--- config.mk ---
export PLATFORM = sky130hd
export DESIGN_NAME = conv3x3_down_flat
export DESIGN_NICKNAME = d
export VERILOG_FILES = /design/src/rtl/conv3x3_down_pkg.sv /design/src/rtl/conv3x3_down_if.sv /design/src/rtl/conv3x3_down_linebuf.sv /design/src/rtl/conv3x3_down.sv /design/src/flat_wrapper.sv
export SDC_FILE = /design/constraint.sdc
export NUM_CORES = 2
export LEC_CHECK = 0
export ABC_AREA = 1
export BUFFER_PORTS_ARGS = -buffer_cell sky130_fd_sc_hd__buf_4
export CAP_MARGIN = 20
export CORE_MARGIN = 2
export CORE_UTILIZATION = 45
export DETAILED_ROUTE_END_ITERATION = 8
export SETUP_SLACK_MARGIN = 0.05
export SYNTH_ARGS = -nofsm -noshare
export SYNTH_HDL_FRONTEND = slang
export SYNTH_SLANG_ARGS = --single-unit
--- constraint.sdc ---
create_clock -name clk -period 11.5 [get_ports clk]
set_clock_uncertainty 0.1 [all_clocks]
set_input_delay 2.3 -clock clk [delete_from_list [all_inputs] [get_ports clk]]
set_output_delay 2.3 -clock clk [all_outputs]
set_load 0.05 [all_outputs]
--- src/rtl/conv3x3_down_pkg.sv ---
`default_nettype none
// ============================================================================
// Module      : conv3x3_down_pkg
// Description : Shared accelerator definitions for the 3x3 downsampling
//               convolution stage: pixel and accumulator widths and the
//               frame-control state encoding.
// Ports       : none (package)
// Revision    : 1.0 - initial release
// ============================================================================
package conv3x3_down_pkg;

  localparam int PIX_W = 8;   // signed input pixel / weight / bias width
  localparam int ACC_W = 20;  // signed result width (no saturation)

  typedef enum logic [1:0] {
    ST_IDLE = 2'd0,
    ST_RUN  = 2'd1,
    ST_DONE = 2'd2
  } state_t;

endpackage : conv3x3_down_pkg
`default_nettype wire

--- src/rtl/conv3x3_down_if.sv ---
`default_nettype none
// ============================================================================
// Module      : conv3x3_down_if
// Description : Control, pixel-stream, coefficient and result bundle of the
//               3x3 downsampling convolution.
// Ports       : master - frame source (drives start/pixels/weights/geometry,
//                        receives pixel/out_valid/busy/done)
//               slave  - convolution engine (opposite directions)
// Revision    : 1.0 - initial release
// ============================================================================
interface conv3x3_down_if;
  import conv3x3_down_pkg::*;

  logic                    start;
  logic signed [PIX_W-1:0] in;
  logic                    in_valid;
  logic signed [PIX_W-1:0] w1, w2, w3, w4, w5, w6, w7, w8, w9;
  logic signed [PIX_W-1:0] bias;
  logic        [7:0]       width;
  logic        [7:0]       height;
  logic                    stride2;
  logic signed [ACC_W-1:0] pixel;
  logic                    out_valid;
  logic                    busy;
  logic                    done;

  modport master (
    output start, in, in_valid,
    output w1, w2, w3, w4, w5, w6, w7, w8, w9, bias,
    output width, height, stride2,
    input  pixel, out_valid, busy, done
  );

  modport slave (
    input  start, in, in_valid,
    input  w1, w2, w3, w4, w5, w6, w7, w8, w9, bias,
    input  width, height, stride2,
    output pixel, out_valid, busy, done
  );

endinterface : conv3x3_down_if
`default_nettype wire

--- src/rtl/conv3x3_down_linebuf.sv ---
`default_nettype none
// ============================================================================
// Module      : conv_linebuf
// Description : Single-line delay FIFO. Each enabled cycle it returns the
//               entry written exactly len_i enabled cycles earlier and stores
//               din_i in its place (circular buffer, pointer wraps at len-1).
// Ports       : clk    - clock, rising edge
//               rst_n  - asynchronous active-low reset (pointer only)
//               clr_i  - restart the pointer for a new frame
//               en_i   - advance on an accepted pixel
//               len_i  - active line length (<= DEPTH)
//               din_i  - pixel entering the line
//               dout_o - pixel that entered one line earlier
// Revision    : 1.0 - initial release
// ============================================================================
module conv_linebuf
  import conv3x3_down_pkg::*;
#(
  parameter int DEPTH = 128
) (
  input  wire logic                    clk,
  input  wire logic                    rst_n,
  input  wire logic                    clr_i,
  input  wire logic                    en_i,
  input  wire logic        [7:0]       len_i,
  input  wire logic signed [PIX_W-1:0] din_i,
  output      logic signed [PIX_W-1:0] dout_o
);

  localparam int PTR_W = (DEPTH > 1) ? $clog2(DEPTH) : 1;

  logic signed [PIX_W-1:0] mem_q [DEPTH];
  logic        [PTR_W-1:0] ptr_q;
  logic        [PTR_W-1:0] ptr_d;
  logic                    ptr_wrap;

  assign ptr_wrap = (ptr_q == PTR_W'(len_i - 8'd1));
  assign ptr_d    = ptr_wrap ? '0 : ptr_q + PTR_W'(1);

  // Read-before-write: the slot at the pointer holds the oldest entry.
  assign dout_o = mem_q[ptr_q];

  always_ff @(posedge clk or negedge rst_n) begin
    if (!rst_n) begin
      ptr_q <= '0;
    end else if (clr_i) begin
      ptr_q <= '0;
    end else if (en_i) begin
      ptr_q <= ptr_d;
    end
  end

  // Storage is left unreset; stale entries are never used because windows
  // are only formed once two full lines of the current frame have arrived.
  always_ff @(posedge clk) begin
    if (en_i) begin
      mem_q[ptr_q] <= din_i;
    end
  end

endmodule : conv_linebuf
`default_nettype wire

--- src/rtl/conv3x3_down.sv ---
`default_nettype none
// ============================================================================
// Module      : conv3x3_down
// Description : Streaming valid (unpadded) 3x3 correlation with optional
//               stride 2. Pixels arrive in raster order; two line buffers
//               supply the two previous rows and a small window register
//               supplies the two previous columns. One result per completed
//               window, one cycle after the completing pixel is accepted.
// Ports       : clk  - clock, rising edge
//               rst  - asynchronous active-low reset
//               bus  - conv3x3_down_if.slave: start, in/in_valid, w1..w9,
//                      bias, width, height, stride2 in; pixel, out_valid,
//                      busy, done out
// Revision    : 1.0 - initial release
// ============================================================================
module conv3x3_down
  import conv3x3_down_pkg::*;
#(
  parameter int IMAGE_WIDTH  = 128,
  parameter int IMAGE_HEIGHT = 128
) (
  input  wire logic       clk,
  input  wire logic       rst,
  conv3x3_down_if.slave   bus
);

  localparam int COL_W = (IMAGE_WIDTH  > 2) ? $clog2(IMAGE_WIDTH)  : 2;
  localparam int ROW_W = (IMAGE_HEIGHT > 2) ? $clog2(IMAGE_HEIGHT) : 2;

  // --------------------------------------------------------------------------
  // Frame control registers
  // --------------------------------------------------------------------------
  state_t                  state_q;
  logic        [COL_W-1:0] col_q;
  logic        [ROW_W-1:0] row_q;
  logic        [7:0]       width_q;
  logic        [7:0]       height_q;
  logic                    stride2_q;
  logic                    busy_q;
  logic                    done_q;
  logic                    out_valid_q;
  logic signed [ACC_W-1:0] pixel_q;
  logic signed [ACC_W-1:0] pixel_d;

  logic accept;
  logic frame_start;
  logic col_last;
  logic row_last;
  logic phase_ok;
  logic complete;

  assign frame_start = (state_q == ST_IDLE) && bus.start;
  assign accept      = (state_q == ST_RUN) && bus.in_valid;
  assign col_last    = (col_q == COL_W'(width_q  - 8'd1));
  assign row_last    = (row_q == ROW_W'(height_q - 8'd1));
  // (row-2) and (col-2) even is the same as row and col even.
  assign phase_ok    = !stride2_q || (!row_q[0] && !col_q[0]);
  assign complete    = accept && (row_q >= ROW_W'(2)) && (col_q >= COL_W'(2))
                       && phase_ok;

  // --------------------------------------------------------------------------
  // Line buffers: stage 0 delays the input by one line, stage 1 by two.
  // --------------------------------------------------------------------------
  logic signed [PIX_W-1:0] lb_din  [2];
  logic signed [PIX_W-1:0] lb_dout [2];

  assign lb_din[0] = bus.in;
  assign lb_din[1] = lb_dout[0];

  for (genvar g = 0; g < 2; g++) begin : g_linebuf
    conv_linebuf #(
      .DEPTH (IMAGE_WIDTH)
    ) u_linebuf (
      .clk    (clk),
      .rst_n  (rst),
      .clr_i  (frame_start),
      .en_i   (accept),
      .len_i  (width_q),
      .din_i  (lb_din[g]),
      .dout_o (lb_dout[g])
    );
  end

  // --------------------------------------------------------------------------
  // Window: the register keeps columns col-2 and col-1 of rows row-2..row;
  // the incoming column completes the 3x3 window combinationally so the
  // result can be registered on the accepting edge.
  // Row index 0 = top (row-2), 2 = bottom (current row).
  // --------------------------------------------------------------------------
  logic signed [PIX_W-1:0] hist_q [3][2];
  logic signed [PIX_W-1:0] win_d  [3][3];
  logic signed [PIX_W-1:0] col_new [3];
  logic signed [PIX_W-1:0] w_arr  [9];

  assign col_new[0] = lb_dout[1];
  assign col_new[1] = lb_dout[0];
  assign col_new[2] = bus.in;

  assign w_arr[0] = bus.w1;
  assign w_arr[1] = bus.w2;
  assign w_arr[2] = bus.w3;
  assign w_arr[3] = bus.w4;
  assign w_arr[4] = bus.w5;
  assign w_arr[5] = bus.w6;
  assign w_arr[6] = bus.w7;
  assign w_arr[7] = bus.w8;
  assign w_arr[8] = bus.w9;

  always_comb begin
    for (int r = 0; r < 3; r++) begin
      win_d[r][0] = hist_q[r][0];
      win_d[r][1] = hist_q[r][1];
      win_d[r][2] = col_new[r];
    end
  end

  always_ff @(posedge clk) begin
    if (accept) begin
      for (int r = 0; r < 3; r++) begin
        hist_q[r][0] <= hist_q[r][1];
        hist_q[r][1] <= col_new[r];
      end
    end
  end

  // Nine signed 8x8 products plus sign-extended bias, wrapped to ACC_W.
  logic signed [2*PIX_W-1:0] prod;

  always_comb begin
    prod    = '0;
    pixel_d = {{(ACC_W-PIX_W){bus.bias[PIX_W-1]}}, bus.bias};
    for (int r = 0; r < 3; r++) begin
      for (int c = 0; c < 3; c++) begin
        prod    = win_d[r][c] * w_arr[r*3+c];
        pixel_d = pixel_d + {{(ACC_W-2*PIX_W){prod[2*PIX_W-1]}}, prod};
      end
    end
  end

  // --------------------------------------------------------------------------
  // Frame FSM with registered outputs
  // --------------------------------------------------------------------------
  always_ff @(posedge clk or negedge rst) begin
    if (!rst) begin
      state_q     <= ST_IDLE;
      col_q       <= '0;
      row_q       <= '0;
      width_q     <= '0;
      height_q    <= '0;
      stride2_q   <= 1'b0;
      busy_q      <= 1'b0;
      done_q      <= 1'b0;
      out_valid_q <= 1'b0;
      pixel_q     <= '0;
    end else begin
      out_valid_q <= complete;
      if (complete) begin
        pixel_q <= pixel_d;
      end
      done_q <= 1'b0;

      case (state_q)
        ST_IDLE: begin
          if (bus.start) begin
            state_q   <= ST_RUN;
            busy_q    <= 1'b1;
            width_q   <= bus.width;
            height_q  <= bus.height;
            stride2_q <= bus.stride2;
            col_q     <= '0;
            row_q     <= '0;
          end
        end

        ST_RUN: begin
          if (accept) begin
            if (col_last) begin
              col_q <= '0;
              row_q <= row_q + ROW_W'(1);
            end else begin
              col_q <= col_q + COL_W'(1);
            end
            if (col_last && row_last) begin
              state_q <= ST_DONE;
              done_q  <= 1'b1;
            end
          end
        end

        ST_DONE: begin
          state_q <= ST_IDLE;
          busy_q  <= 1'b0;
        end

        default: begin
          state_q <= ST_IDLE;
          busy_q  <= 1'b0;
        end
      endcase
    end
  end

  assign bus.pixel     = pixel_q;
  assign bus.out_valid = out_valid_q;
  assign bus.busy      = busy_q;
  assign bus.done      = done_q;

endmodule : conv3x3_down
`default_nettype wire

--- src/flat_wrapper.sv ---
// flat-port wrapper written by rule: the top's interface ports become plain ports
module conv3x3_down_flat import conv3x3_down_pkg::*;
#(
  parameter int IMAGE_WIDTH  = 128,
  parameter int IMAGE_HEIGHT = 128
)
  (clk, rst, bus_start, bus_in, bus_in_valid, bus_w1, bus_w2, bus_w3, bus_w4, bus_w5, bus_w6, bus_w7, bus_w8, bus_w9, bus_bias, bus_width, bus_height, bus_stride2, bus_pixel, bus_out_valid, bus_busy, bus_done);
  conv3x3_down_if bus_i ();
  input  wire logic clk;
  input  wire logic rst;
  input wire logic [$bits(bus_i.start)-1:0] bus_start;
  input wire logic [$bits(bus_i.in)-1:0] bus_in;
  input wire logic [$bits(bus_i.in_valid)-1:0] bus_in_valid;
  input wire logic [$bits(bus_i.w1)-1:0] bus_w1;
  input wire logic [$bits(bus_i.w2)-1:0] bus_w2;
  input wire logic [$bits(bus_i.w3)-1:0] bus_w3;
  input wire logic [$bits(bus_i.w4)-1:0] bus_w4;
  input wire logic [$bits(bus_i.w5)-1:0] bus_w5;
  input wire logic [$bits(bus_i.w6)-1:0] bus_w6;
  input wire logic [$bits(bus_i.w7)-1:0] bus_w7;
  input wire logic [$bits(bus_i.w8)-1:0] bus_w8;
  input wire logic [$bits(bus_i.w9)-1:0] bus_w9;
  input wire logic [$bits(bus_i.bias)-1:0] bus_bias;
  input wire logic [$bits(bus_i.width)-1:0] bus_width;
  input wire logic [$bits(bus_i.height)-1:0] bus_height;
  input wire logic [$bits(bus_i.stride2)-1:0] bus_stride2;
  output wire logic [$bits(bus_i.pixel)-1:0] bus_pixel;
  output wire logic [$bits(bus_i.out_valid)-1:0] bus_out_valid;
  output wire logic [$bits(bus_i.busy)-1:0] bus_busy;
  output wire logic [$bits(bus_i.done)-1:0] bus_done;
  assign bus_i.start = bus_start;
  assign bus_i.in = bus_in;
  assign bus_i.in_valid = bus_in_valid;
  assign bus_i.w1 = bus_w1;
  assign bus_i.w2 = bus_w2;
  assign bus_i.w3 = bus_w3;
  assign bus_i.w4 = bus_w4;
  assign bus_i.w5 = bus_w5;
  assign bus_i.w6 = bus_w6;
  assign bus_i.w7 = bus_w7;
  assign bus_i.w8 = bus_w8;
  assign bus_i.w9 = bus_w9;
  assign bus_i.bias = bus_bias;
  assign bus_i.width = bus_width;
  assign bus_i.height = bus_height;
  assign bus_i.stride2 = bus_stride2;
  assign bus_pixel = bus_i.pixel;
  assign bus_out_valid = bus_i.out_valid;
  assign bus_busy = bus_i.busy;
  assign bus_done = bus_i.done;
  conv3x3_down #(.IMAGE_WIDTH(IMAGE_WIDTH), .IMAGE_HEIGHT(IMAGE_HEIGHT)) u_core (.clk(clk), .rst(rst), .bus(bus_i));
endmodule
==> impl_metrics.json <==
{
  "gp_congestion": 0.918,
  "crit_required_ns": 12.13,
  "hold_class": "reg -> reg",
  "cts_buffers": 223,
  "worstHoldEndpoint": "u_core.bus.pixel[11]",
  "clkTransAtPathRegs_ns": 0.05,
  "hpwl_mm": 216,
  "vias_per_cell": 5.22,
  "synth_flop_cell": "edfxtp_1",
  "yosys.area.top_type": "edfxtp_1",
  "fp-row-count": 186,
  "reg2reg_slack_ns": 0.70,
  "synthTopCellsByArea": "edfxtp_1 54%, nand2_1 16%, fa_1 11%",
  "synth_fp_nets": 12800,
  "synth_commonest_cells": "5097 x nand2_1, 2096 x edfxtp_1, 1235 x inv_1, 623 x fa_1, 585 x nor2_1",
  "cap_violations": 0,
  "synth-seq-area-share_pct": 55.4,
  "synth_seq_cells": 2164,
  "fin_crit_sh_pct": 93.9,
  "cts_resized": 0,
  "clock_latency_ns": 0.89,
  "antenna_found_initial": 19,
  "fillers": 23300,
  "vias": 79900,
  "multi_input_area_mm2": 0.0449,
  "worstReg2RegStart": "u_core.g_linebuf[1].u_linebuf.ptr_q[0]",
  "synth_area_mm2": 0.117,
  "drt_iter0_markers": 7846,
  "max_freq_ghz": 0.0926,
  "synthDistinctLibCells": 50,
  "critical_path.max_stage_delay_ns": 0.67,
  "min_from": "u_core.bus.pixel[11]",
  "fin_crit_ns": 10.80,
  "initial_core_util_pct": 45.3,
  "fin_setup_tns_ns": 0,
  "io_pins": 132,
  "setup_viol": 0,
  "htree_levels": 4,
  "crit_fanout": 80,
  "ant_nets": 0,
  "grt_pass1_wl_mm": 492,
  "end_kind": "register",
  "synth_area_per_cell_um2": 9.94,
  "setup_ws_ns": 0.697,
  "nets": 12800,
  "rsz0062_at_grt": "false",
  "grt_pass1_vias": 78600,
  "preCtsSetupSlack_ns": 0.690,
  "r2r-end": "u_core.bus.pixel[17]",
  "finalHoldViolations": 0,
  "slew_violations": 0,
  "wirelength_mm": 325,
  "seq_area_mm2": 0.0647,
  "yosys.cell_count.top_type": "nand2_1",
  "yosys_warnings": 0,
  "cts_root_buffer": "clkbuf_16",
  "clockBufferDepth": 3,
  "worstSetupPathType": "reg -> reg",
  "syn_inst": 11700,
  "clock_sinks": 2164,
  "firstDrtPassIters": 6,
  "grt_max_degree": 133,
  "async_reset_ff_share_pct": 3.14,
  "die_w_um": 513,
  "drive_above_1_share_pct": 6.16,
  "cts_setup_buffers": 0,
  "grt_overflow": 0,
  "slew_headroom_pct": 27.8,
  "max_slew.worst_pin.slew_ns": 1.08,
  "hold_slack_ns": 0.381,
  "wl_per_cell_um": 21.2,
  "cts_tree": "done",
  "hold_depth": 2,
  "critPathLaunchType": "register",
  "area_delta_synth_final_pct": 9.83,
  "status": "finished clean",
  "cp.arrival_ns": 11.44,
  "drc_errors": 0,
  "grt_usage_pct": 24.6,
  "cp_slowest_cell": "dfrtp_4",
  "rr_worst_depth": 45,
  "die_h_um": 513,
  "design.core.area_mm2": 0.257,
  "synth_top_cell_area_share_pct": 53.9,
  "die_area_mm2": 0.263,
  "hold_buffers": 0,
  "port-buffer-count": 129,
  "synth_edf_count": 2096
}
stage by stage:
stage / area (µm²) / util [%] / instances
after floorplan: 117000 / - / 11700
after global placement: 121000 / 46.9 / 14900
after detailed placement: 121000 / 46.9 / 14900
after CTS: 128000 / 49.8 / 15300
after global routing: 128000 / 49.8 / 15300
final: 128000 / 49.8 / 15300
cell families after synthesis:
kind of cell,synth area share (%)
AO/OA/AOI/OAI,3.12
XOR/XNOR,1.50
adder cells (fa/ha/maj),13.9
buffers and inverters,6.20
flip-flops,55.4
AND/OR/NAND/NOR,19.9
per-layer routing:
metal	vias to the layer above	GRT usage, %	part of all wire (%)
met3	505	3.21	6.9
met5	-	0	0
li1	37300	-	-
met2	2899	39.7	47
met4	0	8.88	3.7
met1	39200	34.2	42
registers in the layout, indices dropped and copies added (netlist names):
register,cells
u_core.col_q,7
u_core.bus.out_valid,1
u_core.row_q,7
u_core.g_linebuf.u_linebuf.mem_q,2048
u_core.stride2_q,1
u_core.state_q,2
u_core.bus.busy,1
u_core.height_q,7
u_core.bus.done,1
u_core.g_linebuf.u_linebuf.ptr_q,14
u_core.hist_q,48
u_core.bus.pixel,20
u_core.width_q,7
cell type report:
type	count	share of cell area [%]
diodes	10	0.0195
inverters	1260	3.72
clock inverters	145	1.12
repair buffers	272	1.79
flip-flops and latches	2164	50.5
well taps	3384	3.30
clock buffers	271	4.56
multi-input cells	7816	35.0
worst max-delay path, delay by kind of cell (launching register included):
| kind | cells | cell delay, ns |
|---|---|---|
| AOI/OAI and AO/OA | 6 | 1.09 |
| xor gates and xnor gates | 1 | 0.13 |
| adders and majority gates | 10 | 4.71 |
| buffers and inverters | 10 | 1.30 |
| DFF | 1 | 0.67 |
| and+or+nand+nor | 18 | 2.58 |
worst max path at each step:
| stage | startpoint | slack (ns) | end |
|---|---|---|---|
| after global routing | u_core.g_linebuf[1].u_linebuf.ptr_q[0] | 0.16 | u_core.bus.pixel[13] |
| final | u_core.g_linebuf[1].u_linebuf.ptr_q[0] | 0.70 | u_core.bus.pixel[17] |
| after detailed placement | u_core.g_linebuf[1].u_linebuf.ptr_q[0] | 0.69 | u_core.bus.pixel[15] |
| after CTS | u_core.g_linebuf[1].u_linebuf.ptr_q[0] | 0.59 | u_core.bus.pixel[15] |
| after global placement | bus_w1[7] | 0.76 | u_core.bus.pixel[19] |
| after floorplan | u_core.g_linebuf[0].u_linebuf.ptr_q[0] | 0.95 | u_core.bus.pixel[19] |
cell usage in the layout, fill, tap and decap left out, types with 7 or more instances in the layout:
cell type and instances:
clkinv_1 64, nor2_4 7, nor3_1 25, fa_1 623, diode_2 10, nor2_1 583
nand4_1 54, nand2_2 8, a21oi_1 390, xnor2_1 87, clkinv_2 42, xor2_1 113
o21ai_1 14, or2_2 60, o2111ai_1 7, a22oi_1 7, inv_1 1231, buf_12 20
inv_2 16, clkbuf_16 227, nand3_1 127, nand2_1 5089, clkbuf_1 44, bufinv_16 21
nor2_2 24, edfxtp_1 2096, o21ai_0 212, ha_1 298, a31oi_1 14, o21bai_1 16
clkinvlp_4 7, buf_4 251, a31o_2 7, dfrtp_1 62, nor4_1 8
Power is left out: the tool's default activity adds up to more than one toggle a clock period on the data nets, which glitch-free logic cannot reach.
